### src/rtl/cmd_proc_seq.sv
// -----------------------------------------------------------------------------
// cmd_proc_seq
//
// Command sequencer for the line-following robot.  A packed command word from
// the UART wrapper is captured into a shift register and consumed two bits at
// a time, one command per line loss (LSB pair first).  For every command the
// block drives `go` and a signed open-loop steering override `err_opn_lp`
// toward the PID/motor path.  Debounced bumpers pause motion in a collision
// state, during which the piezo is pulsed.
//
// Optional feature macro: CMD_PROC_BUZZ_EN
//   defined   : buzz goes high on collision entry and toggles every BUZZ_CYC.
//   undefined : buzz is tied low; collision behaviour is otherwise identical.
//
// Ports
//   clk           in   system clock
//   rst_n         in   asynchronous active-low reset
//   cmd           in   [CMD_W-1:0] packed command word (2 bits per command)
//   cmd_rdy       in   level, `cmd` valid
//   clr_cmd_rdy   out  one-cycle pulse in the cycle `cmd` is captured
//   line_present  in   IR line detect
//   BMPL_n        in   left bumper, active-low, already synchronised
//   BMPR_n        in   right bumper, active-low, already synchronised
//   go            out  enable forward ramp (low clears PID I-term)
//   err_opn_lp    out  [ERR_W-1:0] signed steering override, +ve steers right
//   buzz          out  piezo drive
//   busy          out  high in every state except IDLE
//   collision     out  high while in the collision state
//
// Command encoding: 00 end, 01 veer right, 10 veer left,
//                   11 turn toward the side of the last veer.
// -----------------------------------------------------------------------------
module cmd_proc_seq #(
  parameter int                CMD_W     = 16,
  parameter int                ERR_W     = 12,
  parameter logic [ERR_W-1:0]  VEER_MAG  = 12'h340,
  parameter logic [ERR_W-1:0]  TURN1_MAG = 12'h1E0,
  parameter logic [ERR_W-1:0]  TURN2_MAG = 12'h380,
  parameter logic [25:0]       TURN1_CYC = 26'd46_150_000,
  parameter logic [25:0]       STOP_CYC  = 26'd1_000_000,
  parameter logic [25:0]       TURN2_CYC = 26'd65_000_000,
  parameter logic [25:0]       BUZZ_CYC  = 26'd5_000_000,
  parameter logic [19:0]       DB_CYC    = 20'd500_000
) (
  input  logic                    clk,
  input  logic                    rst_n,
  input  logic [CMD_W-1:0]        cmd,
  input  logic                    cmd_rdy,
  output logic                    clr_cmd_rdy,
  input  logic                    line_present,
  input  logic                    BMPL_n,
  input  logic                    BMPR_n,
  output logic                    go,
  output logic signed [ERR_W-1:0] err_opn_lp,
  output logic                    buzz,
  output logic                    busy,
  output logic                    collision
);

  typedef enum logic [2:0] {
    IDLE,
    MOVE,
    VEER,
    TURN1,
    TSTOP,
    TURN2,
    COLL
  } state_t;

  // Timer increments and sticks at all-ones rather than wrapping, so a very
  // long phase can never look like a freshly cleared one.
  function automatic logic [25:0] sat_inc(input logic [25:0] t);
    return (&t) ? t : t + 26'd1;
  endfunction

  // Steering magnitude with direction applied; positive steers right.
  function automatic logic signed [ERR_W-1:0] steer(input logic [ERR_W-1:0] mag,
                                                    input logic             rght);
    logic signed [ERR_W-1:0] m;
    m = $signed(mag);
    return rght ? m : -m;
  endfunction

  state_t                  state;
  state_t                  state_nxt;
  logic [CMD_W-1:0]        cmd_sr;
  logic [CMD_W-1:0]        sr_nxt;
  logic [CMD_W-1:0]        sr_shift;
  logic [25:0]             timer;
  logic [25:0]             timer_nxt;
  logic                    last_rght;
  logic                    last_rght_nxt;
  logic                    ack_nxt;
  logic                    go_nxt;
  logic signed [ERR_W-1:0] err_nxt;
  logic                    bump;
  logic [19:0]             db_cnt;

  assign sr_shift = {2'b00, cmd_sr[CMD_W-1:2]};

  // ---------------------------------------------------------------------------
  // Bumper debounce: `bump` flips only after the opposite condition has held
  // for DB_CYC consecutive samples; any bounce restarts the count.
  // ---------------------------------------------------------------------------
  always_ff @(posedge clk or negedge rst_n) begin
    if (!rst_n) begin
      db_cnt <= '0;
      bump   <= 1'b0;
    end else begin
      if (bump ? (BMPL_n && BMPR_n) : (!BMPL_n || !BMPR_n)) begin
        if (db_cnt >= DB_CYC - 20'd1) begin
          bump   <= ~bump;
          db_cnt <= '0;
        end else begin
          db_cnt <= db_cnt + 20'd1;
        end
      end else begin
        db_cnt <= '0;
      end
    end
  end

  // ---------------------------------------------------------------------------
  // Next-state and next-output decode.  Outputs are registered from these
  // next values so every output moves on the same edge as the state.
  // ---------------------------------------------------------------------------
`ifdef CMD_PROC_BUZZ_EN
  logic buzz_nxt;
`endif

  always_comb begin
    state_nxt     = state;
    sr_nxt        = cmd_sr;
    timer_nxt     = sat_inc(timer);
    last_rght_nxt = last_rght;
    ack_nxt       = 1'b0;

    // A debounced bump outranks any line or timer event while moving.
    if (state != IDLE && bump) begin
      state_nxt = COLL;
      if (state != COLL) timer_nxt = '0;
    end else begin
      case (state)
        IDLE: begin
          if (cmd_rdy && line_present) begin
            sr_nxt    = cmd;
            ack_nxt   = 1'b1;
            state_nxt = MOVE;
          end
        end
        MOVE: begin
          if (!line_present) begin
            case (cmd_sr[1:0])
              2'b00: state_nxt = IDLE;
              2'b01, 2'b10: begin
                state_nxt     = VEER;
                last_rght_nxt = (cmd_sr[1:0] == 2'b01);
              end
              default: begin
                state_nxt = TURN1;
                timer_nxt = '0;
              end
            endcase
          end
        end
        VEER: begin
          if (line_present) begin
            sr_nxt    = sr_shift;
            state_nxt = MOVE;
          end
        end
        TURN1: begin
          if (timer >= TURN1_CYC - 26'd1) begin
            state_nxt = TSTOP;
            timer_nxt = '0;
          end
        end
        TSTOP: begin
          if (timer >= STOP_CYC - 26'd1) begin
            state_nxt = TURN2;
            timer_nxt = '0;
          end
        end
        TURN2: begin
          // Line returns before the minimum phase-2 time are still the line
          // we just left, so they are ignored.
          if (timer >= TURN2_CYC && line_present) begin
            sr_nxt    = sr_shift;
            state_nxt = MOVE;
          end
        end
        COLL: begin
          // Command register untouched: the interrupted command is decoded
          // again from MOVE.
          state_nxt = MOVE;
        end
        default: state_nxt = IDLE;
      endcase
    end

`ifdef CMD_PROC_BUZZ_EN
    buzz_nxt = 1'b0;
    if (state_nxt == COLL) begin
      if (state != COLL) begin
        buzz_nxt = 1'b1;
      end else if (timer >= BUZZ_CYC - 26'd1) begin
        buzz_nxt  = ~buzz;
        timer_nxt = '0;
      end else begin
        buzz_nxt = buzz;
      end
    end
`endif

    go_nxt  = 1'b0;
    err_nxt = '0;
    case (state_nxt)
      MOVE:  go_nxt = 1'b1;
      VEER: begin
        go_nxt  = 1'b1;
        err_nxt = steer(VEER_MAG, last_rght_nxt);
      end
      TURN1: begin
        // go held low on the first cycle of the turn to clear the I-term.
        go_nxt  = (timer_nxt != 26'd0);
        err_nxt = steer(TURN1_MAG, last_rght_nxt);
      end
      TURN2: begin
        go_nxt  = 1'b1;
        err_nxt = steer(TURN2_MAG, last_rght_nxt);
      end
      default: begin
        go_nxt  = 1'b0;
        err_nxt = '0;
      end
    endcase
  end

  // ---------------------------------------------------------------------------
  // State, datapath and registered outputs.
  // ---------------------------------------------------------------------------
  always_ff @(posedge clk or negedge rst_n) begin
    if (!rst_n) begin
      state       <= IDLE;
      cmd_sr      <= '0;
      timer       <= '0;
      last_rght   <= 1'b0;
      clr_cmd_rdy <= 1'b0;
      go          <= 1'b0;
      err_opn_lp  <= '0;
      busy        <= 1'b0;
      collision   <= 1'b0;
`ifdef CMD_PROC_BUZZ_EN
      buzz        <= 1'b0;
`endif
    end else begin
      state       <= state_nxt;
      cmd_sr      <= sr_nxt;
      timer       <= timer_nxt;
      last_rght   <= last_rght_nxt;
      clr_cmd_rdy <= ack_nxt;
      go          <= go_nxt;
      err_opn_lp  <= err_nxt;
      busy        <= (state_nxt != IDLE);
      collision   <= (state_nxt == COLL);
`ifdef CMD_PROC_BUZZ_EN
      buzz        <= buzz_nxt;
`endif
    end
  end

`ifndef CMD_PROC_BUZZ_EN
  // Piezo disabled: output tied low; the half-period parameter is kept
  // referenced so the parameter list stays identical across builds.
  assign buzz = 1'b0;
  logic buzz_cyc_unused;
  assign buzz_cyc_unused = |BUZZ_CYC;
`endif

endmodule

### config.mk
export PLATFORM = sky130hd
export DESIGN_NAME = cmd_proc_seq
export DESIGN_NICKNAME = d
export VERILOG_FILES = /design/src/rtl/cmd_proc_seq.sv
export SDC_FILE = /design/constraint.sdc
export NUM_CORES = 1
export LEC_CHECK = 0
export CORE_MARGIN = 2
export CORE_UTILIZATION = 40
export DETAILED_ROUTE_END_ITERATION = 16
export DONT_BUFFER_PORTS = 1
export PLACE_DENSITY = 0.56
export SYNTH_ARGS = -nofsm -noshare
export SYNTH_HDL_FRONTEND = slang
export SYNTH_SLANG_ARGS = --single-unit
### constraint.sdc
create_clock -name clk -period 6.4 [get_ports clk]
set_input_delay 0.96 -clock clk [delete_from_list [all_inputs] [get_ports clk]]
set_output_delay 0.96 -clock clk [all_outputs]
set_load 0.005 [all_outputs]
* Word-level counts from Yosys, hierarchy flattened
Index checks and enable logic that the tools add are counted.
** Operators by class
- $lt $le $gt $ge :: 4
- Bitwise logic cells :: 2
- Reductions and logical operators :: 19
- Add/subtract/negate cells :: 2
- Equal/unequal tests :: 17
- Muxes and demuxes :: 36
** Operators with widths (number)
- 2-to-1 mux 26 bit :: 7
- case mux 26 bit (3 select lines) :: 1
- >= comparator 26 bit (second input constant) :: 2
- 2-to-1 mux 16 bit :: 3
- case mux 16 bit (3 select lines) :: 1
- 2-to-1 mux 20 bit :: 2
- 2-to-1 mux 12 bit :: 3
- case mux 12 bit (3 select lines) :: 1
- adder 26 x 1 -> 26 bit (second input constant) :: 1
- >= comparator 26 x 20 -> 1 bit (second input constant) :: 1
- AND reduction 26 bit :: 1
- nonzero test 26 bit :: 1
- 2-to-1 mux 3 bit :: 7
- case mux 3 bit (7 select lines) :: 1
- adder 20 x 1 -> 20 bit (second input constant) :: 1
- >= comparator 20 x 19 -> 1 bit (second input constant) :: 1
- equality test 3 bit (second input constant) :: 5
- equality test 3 x 2 -> 1 bit (second input constant) :: 4
- nonzero test 3 bit :: 3
- 2-to-1 mux 1 bit :: 8
- equality test 3 x 1 -> 1 bit (second input constant) :: 2
- != test 2 bit (second input constant) :: 3
- OR reduction 3 bit :: 2
- AND reduction 5 bit :: 1
- other kinds (13) :: 18
** Storage, ports and cells
- Output and inout bits :: 17
- Input port bits :: 22
- Register bits :: 83
- Logic and storage cells :: 91

* Depth between registers and ports, before layout
Gate-level depths: netlist of run 1.
- Depth after elaboration :: 9
- Depth in mapped cells :: 11
- Mapped depth without buffers :: 9

* Least setup slack after synthesis of run 1
Ideal clock, no wire load.
- Kind :: register to register
- Start :: register timer[1]
- End :: register go
- Data required time :: 6.274 ns
- Setup time :: 0.126 ns
- Cell stages (with the launch flop) :: 11
- Path buffers :: 1
- Setup slack :: 3.838 ns
- Arrival :: 2.435 ns
- Clock period less this slack :: 2.562 ns
- Cells stage by stage :: dfrtp_1 ha_1 nand4_2 or4_1 buf_6 nand2b_4 and4_4 mux2i_1 nor4b_1 a41o_1 a21oi_2
** On the way
- Longest elaborated chain between the ends :: 8
- Elaborated cells between the ends (all ways) :: 26
- Classes of those cells :: add/sub: 1; order compare: 3; eq/ne: 4; mux: 14; reduce/logical: 4
** RTL lines
- from (decl) :: RTL line 89 : logic [25:0] timer;
- from (signal assigned) :: RTL line 259 : timer <= timer_nxt;
- adder 26 x 1 -> 26 bit (tied with other cells) :: RTL line 73 : return (&t) ? t : t + 26'd1;
- 2-to-1 mux 26 bit / logical AND 1 bit (equally long branches) :: RTL line 73, 187
- 2-to-1 mux 26 bit / 2-to-1 mux 3 bit (equally long branches) :: RTL line 153, 187
- 2-to-1 mux 26 bit / case mux 3 bit (7 select lines) (equally long branches) :: RTL line 152, 143
- case mux 26 bit (3 select lines) / 2-to-1 mux 3 bit (equally long branches) :: RTL line 143, 139
- 2-to-1 mux 26 bit (tied with other cells) :: RTL line 139 : if (state != IDLE && bump) begin
- nonzero test 26 bit / OR reduction 3 bit (equally long branches)
- case mux 1 bit (2 select lines) (*) :: RTL line 217 : case (state_nxt)
- via go_nxt :: RTL line 94 : logic go_nxt;
- to (signal assigned) :: RTL line 262 : go <= go_nxt;
- to (decl) :: RTL line 53 : output logic go,
Mark *: on every way through the listed nets, which the timed path passes. The rest lies on a longest branch.
A chain may end at the register's enable or synchronous reset.

* Worst setup path after layout of run 1
Ends and elaborated chain as after synthesis.

==> key figures, run 1 <==
Status
  • Outcome: finished, final reports clean

Power
  • Total power: 1420 uW
  • Pwr Density: 303 nW/um2
  • IR drop worst, VDD: 0.146 mV
  • Lkg Pwr: 0.00197 uW

Synthesis
  • Asr flop ratio synth: 100%
  • Predominant post-synthesis flop cell: dfrtp_1
  • Synth Warn #: 0
  • Synthesized flop and latch total: 77
  • Post-synthesis sequential area ratio: 43.2%
  • Post-Syn Area per Cell: 8.92 um2
  • Cell variety after synth: 66
  • Mapped Area: 4460 um2
  • Number of synthesized flops with an enable pin: 0
  • Mapped Cells: 500

Drt
  • Drt pass-1 iters: 4
  • Vias: 3462
  • Drt via density: 5.54
  • ANT nets after route: 0
  • Per-cell routed wire length: 15.8 um
  • Total Routed Length: 9900 um
  • 1st-iter DRT viols: 245
  • DRC viols: 0

Clock tree
  • Sink count of the clock tree: 77
  • Post-CTS Setup Bufs: 0
  • Post-CTS sizing: 0
  • TritonCTS clock tree: yes
  • TritonCTS Buffers: 9
  • Root Buffer: clkbuf_8
  • Hold buffers post-CTS: 0
  • Clock-pin slew on the worst setup and hold paths: 0.09 ns
  • H-tree depth: 3
  • Clock latency on the worst-skew pair: 0.36 ns
  • Clock Path Buffers: 2

GRT
  • Overflow after GRT: 0
  • Pin count of the biggest net entering global routing: 78
  • Initial antenna violation count: 0
  • First-pass GRT wire length: 16600 um
  • Total GRT Usage: 17.7%
  • Vias in the first global route: 3350

Layout
  • Antenna cell count: 0
  • Layout area overhead: 5.30%
  • Final nets: 508
  • Fillers: 1079
  • Cell Count, Final, Fillers Out: 625
  • Share of cells above drive strength 1: 6.80%
  • Final core utilization: 43.3%

Timing
  • Peak Freq: 317 MHz
  • Layout Skew: 0.0121 ns
  • Worst Hold Slack: 0.284 ns
  • Worst slew pin tran: 0.978 ns
  • Slew HR: 34.8%
  • Final period util: 49.3%
  • # setup viols final: 0
  • Total Negative Setup Slacks: 0 ns
  • Final Hold Fails: 0
  • Fin. max-slew vios: 0
  • Crit path time final: 3.16 ns
  • RSZ-0062 raised after global routing: false

Setup path
  • CP Buf/Inv Count: 0
  • Crit-path max cell delay: 0.82 ns
  • Kind of critical path: reg -> reg
  • Most numerous cell on the critical path: nor4_1
  • CP max FO: 27
  • Crit path launch type: flip-flop
  • Critical Path RT: 6.64 ns
  • Crit. End Element: flip-flop
  • Crit-path leading delay family: compound AO/OA/AOI/OAI gates
  • Slowest CP cell: o22a_1
  • Crit path DAT: 3.40 ns
  • CP Cell Sequence: ha_1 -> a31oi_1 -> nor4_1 -> nor4_1 -> o211ai_1 -> a21boi_0 -> o22a_1 -> a41o_1 -> a21oi_2

Die
  • Initial core utilization: 41.1%
  • Die Ht: 110 um
  • Row count: 38
  • Die ar.: 12000 um2
  • Core Area: 10800 um2
  • Die W: 110 um
  • # IOs: 39

Run
  • Max-cap check violation count: 0

Worst hold path
  • Hold crit path type: in -> async

Placed design
  • Placed cells: 609
  • I/O Buffers: 0
  • Final Wtd Congestion: 0.894
  • Detailed-placement wirelength estimate: 6830 um
cells in the final DEF (no fill, tap or decap), types with 14 or more instances in the layout:
master	Yosys	final
a21oi_1	29	29
mux2i_1	16	16
inv_1	14	14
nor2_1	84	84
nand4_1	16	16
xnor2_1	16	16
nor4_1	14	14
nand3_1	19	19
dfrtp_1	77	77
nand2_1	34	34
xor2_1	21	21
sequential cells by signal (all words and copies together), names as in the netlist:
name and flops:
cmd_sr 16, go 1, state 3, timer 26
err_opn_lp 6, clr_cmd_rdy 1, bump 1, last_rght 1
busy 1, db_cnt 20, collision 1
power by group:
part,leakage [uW],switching (uW),internal [uW]
sequential,0.00101,76.3,572
combinational,0.000857,203,141
clock,0.000110,196,233
total,0.00197,476,946
cells in the mapped netlist, drive strengths merged (4+ instances only):
master / instances / area [um2]
nor2b: 4 / 25.0
nor4: 14 / 87.6
a211oi: 5 / 37.5
and4: 4 / 38.8
and2: 4 / 25.0
buf: 20 / 133
nor2: 85 / 322
a31oi: 6 / 43.8
xnor2: 16 / 140
o21ai: 12 / 60.1
ha: 6 / 75.1
nand3: 19 / 95.1
mux2i: 16 / 160
clkbuf: 19 / 73.8
nand4b: 4 / 35.0
nand2b: 6 / 45.0
and3: 8 / 50.1
a21oi: 30 / 154
inv: 14 / 52.6
dfrtp: 77 / 1930
nand2: 34 / 128
nor3: 12 / 71.3
xor2: 21 / 184
nand4: 17 / 113
metrics by stage:
step	setup WS [ns]	area, um2
after floorplan	3.84	4480
after global placement	3.36	4470
after detailed placement	3.24	4470
after CTS	3.22	4700
after global routing	2.90	4700
final	3.24	4700
logic make-up (layout without fill, tap and decap cells):
| family | count (synthesis) | count (layout) | synth area share, % |
|---|---|---|---|
| and+or+nand+nor | 227 | 227 | 25.9 |
| AOI/OAI and AO/OA | 80 | 80 | 11.7 |
| DFF | 77 | 77 | 43.2 |
| buffers and inverters | 53 | 32 | 5.81 |
| xor gates and xnor gates | 37 | 37 | 7.27 |
| muxes | 19 | 19 | 4.35 |
| adders and majority gates | 6 | 6 | 1.68 |
| other | 1 | 7 | 0.0841 |
area by class of cell:
type                    instances  area, um2  share of cell area, %
repair buffers                  2       15.0                  0.320
multi-input cells             376       2300                   48.9
inverters                      14       52.6                   1.12
flip-flops and latches         77       1930                   41.0
well taps                     140        175                   3.73
clock buffers                  10        138                   2.93
clock inverters                 6       92.6                   1.97
worst paths after layout:
kind / slack (ns) / start / endpoint / cells after the start
hold / removal: 0.28 / rst_n / db_cnt[16] / 0
setup / recovery: 3.24 / timer[1] / go / 9
max in group asynchronous: 5.99 / rst_n / timer[14] / 0
hold reg to reg: 0.50 / db_cnt[0] / db_cnt[0] / 1
setup reg to reg: 3.24 / timer[1] / go / 9
min in group clk: 0.50 / db_cnt[0] / db_cnt[0] / 1
metal layers:
layer	GRT usage (%)	wire, um
met4	6.69	155
met3	5.22	572
met2	25.7	4410
met1	24.8	4760
met5	0	0
Note: power is estimated with default switching activity, not from simulation.
==> inputs of run 2 (changes only) <==
--- a/config.mk
+++ b/config.mk
@@ -9,7 +9,7 @@
 export CORE_UTILIZATION = 40
 export DETAILED_ROUTE_END_ITERATION = 16
 export DONT_BUFFER_PORTS = 1
-export PLACE_DENSITY = 0.56
+export PLACE_DENSITY = 0.58
 export SYNTH_ARGS = -nofsm -noshare
 export SYNTH_HDL_FRONTEND = slang
 export SYNTH_SLANG_ARGS = --single-unit
==> constraint.sdc (replaced) <==
create_clock -name clk -period 2.9 [get_ports clk]
set_input_delay 0.435 -clock clk [delete_from_list [all_inputs] [get_ports clk]]
set_output_delay 0.435 -clock clk [all_outputs]
set_load 0.005 [all_outputs]
==> key figures, run 2 (same netlist as run 1, synthesis figures left out) <==
Status
  • Outcome: finished, final reports clean

Drt
  • Per-cell routed wire length: 15.6 um (-1.5%)
  • Drt pass-1 iters: 5 (+1)
  • Total Routed Length: 10200 um (+2.7%)
  • Drt via density: 5.48 (-1.0%)
  • 1st-iter DRT viols: 249 (+1.6%)
  • ANT nets after route: 0 (unchanged)
  • Vias: 3575 (+3.3%)
  • DRC viols: 0 (unchanged)

GRT
  • Vias in the first global route: 3291 (-1.8%)
  • Total GRT Usage: 17.8% (+0.18 points)
  • Overflow after GRT: 0 (unchanged)
  • First-pass GRT wire length: 16600 um (+0.37%)
  • Pin count of the biggest net entering global routing: 78 (unchanged)
  • Initial antenna violation count: 0 (unchanged)

Timing
  • Layout Skew: 0.00878 ns (-0.00335 ns)
  • Slew HR: 35.0% (+0.15 points)
  • Total Negative Setup Slacks: 0 ns (unchanged)
  • Final Hold Fails: 0 (unchanged)
  • RSZ-0062 raised after global routing: false
  • # setup viols final: 0 (unchanged)
  • Final period util: 96.1% (+47 points)
  • Final worst slack: 0.112 ns (-3.13 ns)
  • Peak Freq: 359 MHz (+13%)
  • Crit path time final: 2.79 ns (-0.368 ns)
  • Worst slew pin tran: 0.975 ns (-0.00231 ns)
  • Fin. max-slew vios: 0 (unchanged)

Worst hold path
  • WHS Path Cells: 2
  • HP Start: cmd[15]
  • Hold crit path type: in -> reg
  • Hold path endpoint: cmd_sr[15]

Setup path
  • Critical Path RT: 3.16 ns (-3.48 ns)
  • Crit. End Element: flip-flop
  • Kind of critical path: reg -> reg
  • Crit path DAT: 3.04 ns (-0.36 ns)
  • Worst r2r src: timer[2]
  • CP max FO: 9 (-67%)
  • CP Cell Sequence: nand3_1 -> nor4_2 -> buf_4 -> buf_4 -> nand4_1 -> mux2_2 -> nand4_1 -> nor4b_1 -> a41o_1 -> a21oi_2
  • CP Buf/Inv Count: 2 (+2)
  • Crit-path leading delay family: simple AND/OR/NAND/NOR gates
  • Slowest CP cell: dfrtp_1
  • Crit path launch type: flip-flop
  • Crit-path max cell delay: 0.50 ns (-0.32 ns)
  • Reg-to-Reg End: go
  • Cells on worst reg2reg path: 10 (+1)
  • FF-to-FF setup slack: 0.11 ns (-3.13 ns)

Layout
  • Multi-input logic area: 2310 um2 (+0.65%)
  • Antenna cell count: 0 (unchanged)
  • Largest regs: timer x26, db_cnt x20, cmd_sr x16
  • Final nets: 535 (+5.3%)
  • Final instance area: 4910 um2 (+4.4%)
  • Fillers: 1068 (-1.0%)
  • Commonest non-fill, non-tap cells in the layout: nor2_1 (84), dfrtp_1 (77), nand2_1 (34)
  • Leading cell type in the layout, fill and taps excluded: nor2_1
  • Register Area: 1930 um2 (unchanged)
  • Max reg flops: 26 (unchanged)
  • Share of cells above drive strength 1: 11.9% (+5.1 points)
  • Layout area overhead: 9.99%
  • Most flop-heavy register: timer

Power
  • Lkg Pwr: 0.00211 uW (+6.7%)
  • Sw Ratio: 35.2% (+1.7 points)
  • Combinational Power Share: 27.3% (+3.1 points)
  • Internal power: 2040 uW (+120%)
  • Register share of total power: 45.8% (+0.2 points)
  • Clock network power share: 26.9% (-3.3 points)
  • Switching component of the power: 1100 uW (+130%)
  • IR drop worst, VDD: 0.376 mV (+160%)
  • Total power: 3140 uW (+120%)
  • Pwr Density: 640 nW/um2 (+110%)

Die
  • Row count: 38 (unchanged)
  • Die W: 110 um (unchanged)
  • Die ar.: 12000 um2 (unchanged)
  • # IOs: 39 (unchanged)
  • Die Ht: 110 um (unchanged)
  • Initial core utilization: 41.1% (unchanged)
  • Core Area: 10800 um2 (unchanged)

Clock tree
  • Clock-pin slew on the worst setup and hold paths: 0.08 ns (about the same)
  • H-tree depth: 3 (unchanged)
  • TritonCTS clock tree: yes
  • Clock latency on the worst-skew pair: 0.37 ns (about the same)
  • Clock Path Buffers: 2 (unchanged)
  • Sink count of the clock tree: 77 (unchanged)
  • TritonCTS Buffers: 9 (unchanged)
  • Root Buffer: clkbuf_8

Placed design
  • Place WS: 0.153 ns (-3.08 ns)
  • Dpl cell area: 4650 um2 (+4.0%)
  • Detailed-placement wirelength estimate: 7120 um (+4.3%)
  • Final Wtd Congestion: 0.909 (+1.7%)
  • I/O Buffers: 0 (unchanged)

Run
  • Max-cap check violation count: 0 (unchanged)
-- run 2: through the flow --
step	cells	hold slack, ns	util [%]
global placement	633	0.146	42.9
floorplan	506	0.139	-
finish	652	0.207	45.3
detailed placement	633	0.146	42.9
CTS	651	0.197	45.0
global route	652	0.208	45.3
-- run 2: what timing repair did --
item	4_1_cts	5_1_grt
hold endpoints to repair	77	0
gates resized for setup	0	3
hold buffers	2	0
setup buffers	0	1
setup endpoints to repair	0	2
-- run 2: metal layers --
metal / GRT usage [%] / part of all wire, %
met2: 25.2 / 45
met3: 4.27 / 4.2
met5: 0 / 0
met1: 25.6 / 49
met4: 8.50 / 2.7
-- run 2: cell type report --
cell class,count,area share [%]
clock buffers,10,2.60
flip-flops and latches,77,39.3
well taps,140,3.57
repair buffers,29,4.90
multi-input cells,376,47.1
clock inverters,6,1.45
inverters,14,1.07
-- run 2: power groups by stage --
stage | Combinational [uW] | Clock, uW | Sequential, uW
finish | 857 | 846 | 1440
global route | 972 | 919 | 1470
CTS | 857 | 873 | 1440
detailed placement | 822 | 0 | 1460
global placement | 804 | 0 | 1450
floorplan | 714 | 0 | 1370
-- run 2: how the worst max path moves through the flow --
| stage | startpoint | end | slack [ns] | cells after the start |
|---|---|---|---|---|
| 2_1_floorplan | timer[1] | go | 0.34 | 10 |
| 3_3_place_gp | timer[3] | go | 0.14 | 10 |
| 3_5_place_dp | timer[1] | go | 0.15 | 9 |
| 4_1_cts | timer[1] | go | 0.14 | 9 |
| 5_1_grt | timer[0] | go | 0.0009 | 10 |
| 6_report | timer[2] | go | 0.11 | 10 |
==> inputs of run 3 (changes only) <==
--- a/config.mk
+++ b/config.mk
@@ -5,11 +5,14 @@
 export SDC_FILE = /design/constraint.sdc
 export NUM_CORES = 1
 export LEC_CHECK = 0
+export ABC_CLOCK_PERIOD_IN_PS = 2900
+export CELL_PAD_IN_SITES_DETAIL_PLACEMENT = 0
+export CELL_PAD_IN_SITES_GLOBAL_PLACEMENT = 1
 export CORE_MARGIN = 2
 export CORE_UTILIZATION = 40
 export DETAILED_ROUTE_END_ITERATION = 16
 export DONT_BUFFER_PORTS = 1
-export PLACE_DENSITY = 0.58
+export PLACE_DENSITY = 0.72
 export SYNTH_ARGS = -nofsm -noshare
 export SYNTH_HDL_FRONTEND = slang
 export SYNTH_SLANG_ARGS = --single-unit
==> key figures, run 3 (same netlist as run 1, synthesis figures left out) <==
Setup path
  • Crit path launch type: flip-flop
  • Worst r2r src: timer[24]
  • FF-to-FF setup slack: 0.23 ns (+0.11 ns)
  • Crit path DAT: 2.91 ns (-0.13 ns)
  • Crit. End Element: flip-flop
  • Critical Path RT: 3.14 ns (-0.02 ns)
  • Reg-to-Reg End: go
  • CP max FO: 5 (-4)
  • Cells on worst reg2reg path: 8 (-2)
  • Kind of critical path: reg -> reg

Power
  • IR drop worst, VDD: 0.464 mV (+23%)
  • Pwr Density: 636 nW/um2 (-0.68%)
  • Total power: 3130 uW (-0.40%)
  • Lkg Pwr: 0.00213 uW (+0.95%)

Drt
  • 1st-iter DRT viols: 230 (-7.6%)
  • DRC viols: 0 (unchanged)
  • Drt via density: 5.44 (-0.82%)
  • ANT nets after route: 0 (unchanged)
  • Drt pass-1 iters: 5 (unchanged)
  • Total Routed Length: 10300 um (+1.6%)
  • Vias: 3562 (-0.36%)
  • Per-cell routed wire length: 15.8 um (+1.2%)

Clock tree
  • Clock-pin slew on the worst setup and hold paths: 0.09 ns (about the same)
  • TritonCTS Buffers: 9 (unchanged)
  • Clock Path Buffers: 2 (unchanged)
  • Clock latency on the worst-skew pair: 0.37 ns (about the same)
  • Root Buffer: clkbuf_8
  • Sink count of the clock tree: 77 (unchanged)
  • TritonCTS clock tree: yes
  • H-tree depth: 3 (unchanged)

Worst hold path
  • Hold path endpoint: cmd_sr[15]
  • WHS Path Cells: 2 (unchanged)
  • HP Start: cmd[15]
  • Hold crit path type: in -> reg

GRT
  • Met1 usage: 28.1% (+2.5 points)
  • Overflow after GRT: 0 (unchanged)
  • GRT met2 Usage: 25.7% (+0.57 points)
  • First-pass GRT wire length: 17100 um (+2.9%)
  • GR Util met3: 4.62% (+0.36 points)
  • Total GRT Usage: 18.7% (+0.87 points)
  • Pin count of the biggest net entering global routing: 78 (unchanged)
  • Gr busiest metal: met1
  • Initial antenna violation count: 0 (unchanged)
  • Vias in the first global route: 3379 (+2.7%)

Placed design
  • Final Wtd Congestion: 0.877 (-3.5%)
  • I/O Buffers: 0 (unchanged)
  • Detailed-placement wirelength estimate: 7220 um (+1.3%)
  • Place WS: 0.157 ns (+0.00406 ns)

Layout
  • Layout area overhead: 10.3%
  • Leading cell type in the layout, fill and taps excluded: nor2_1
  • Final core utilization: 45.4% (+0.13 points)
  • Max reg flops: 26 (unchanged)
  • Final nets: 538 (+0.56%)
  • Share of cells above drive strength 1: 12.6% (+0.71 points)
  • Antenna cell count: 0 (unchanged)
  • Largest regs: timer x26, db_cnt x20, cmd_sr x16
  • Commonest non-fill, non-tap cells in the layout: nor2_1 (84), dfrtp_1 (77), nand2_1 (34)
  • Most flop-heavy register: timer

Timing
  • Final Hold Fails: 0 (unchanged)
  • Total Negative Setup Slacks: 0 ns (unchanged)
  • Final period util: 92.2% (-3.9 points)
  • Fin. max-slew vios: 0 (unchanged)
  • Peak Freq: 374 MHz (+4.2%)
  • Worst slew pin tran: 0.592 ns (-0.384 ns)
  • Crit path time final: 2.67 ns (-0.114 ns)
  • # setup viols final: 0 (unchanged)
  • Slew HR: 60.5% (+25 points)
  • RSZ-0062 raised after global routing: false
  • Final worst slack: 0.226 ns (+0.114 ns)
  • Layout Skew: 0.0185 ns (+0.00971 ns)

Die
  • Die Ht: 110 um (unchanged)
  • Core Area: 10800 um2 (unchanged)
  • Initial core utilization: 41.1% (unchanged)
  • Die W: 110 um (unchanged)
  • Row count: 38 (unchanged)
  • # IOs: 39 (unchanged)
  • Die ar.: 12000 um2 (unchanged)

Status
  • Outcome: finished, final reports clean

Run
  • Max-cap check violation count: 0 (unchanged)
run 3: cell count changes in the layout (fill, tap and decap cells not counted), sizes merged:
cell,previous run,this run
buf,28,31
clkinv,2,4
clkinvlp,1,0
inv,16,15
run 3: power by group:
part / total, uW / switching (uW) / internal, uW
registers: 1430 / 169 / 1260
clock network: 820 / 422 / 398
logic: 877 / 495 / 382
total: 3130 / 1090 / 2040
run 3: worst max path at each step:
stage | depth (start not counted) | start | end
after global placement | 9 | timer[1] | go
final | 8 | timer[24] | go
after floorplan | 10 | timer[1] | go
after detailed placement | 11 | timer[1] | go
after global routing | 9 | timer[10] | go
after CTS | 11 | timer[1] | go
run 3: what timing repair did:
item                                    4_1_cts  5_1_grt
resized for setup                             0        4
setup buffers                                 0        0
hold buffers                                  2        0
endpoints found under the setup margin        0       28
hold endpoints to repair                     77        0
run 3: critical path, cell delays in order, from the launching register on:
cell	delay, ns
dfrtp_1	0.50
nand4_1	0.33
nor4_1	0.53
nand3b_1	0.22
xor2_1	0.24
nand4b_1	0.14
nor4b_1	0.30
a41o_1	0.24
a21oi_2	0.06
run 3: cell type report:
type,instances,area [um2]
fill,1097,5920
multi-input combinational,376,2310
sequential,77,1930
timing repair buffer,32,263
tap,140,175
clock buffer,10,128
clock inverter,6,62.6
inverter,14,52.6
run 3: metrics by stage:
step / instances / cell area (um2) / hold WS, ns
after floorplan: 506 / 4480 / 0.139
after global placement: 637 / 4680 / 0.144
after detailed placement: 637 / 4680 / 0.145
after CTS: 655 / 4900 / 0.208
after global routing: 655 / 4920 / 0.216
final: 655 / 4920 / 0.220
run 3: routing by layer:
metal | vias up | part of all wire [%]
met4 | 0 | 1.6
met5 | - | 0
met2 | 81 | 43
met3 | 14 | 5.6
met1 | 1708 | 49
li1 | 1759 | -
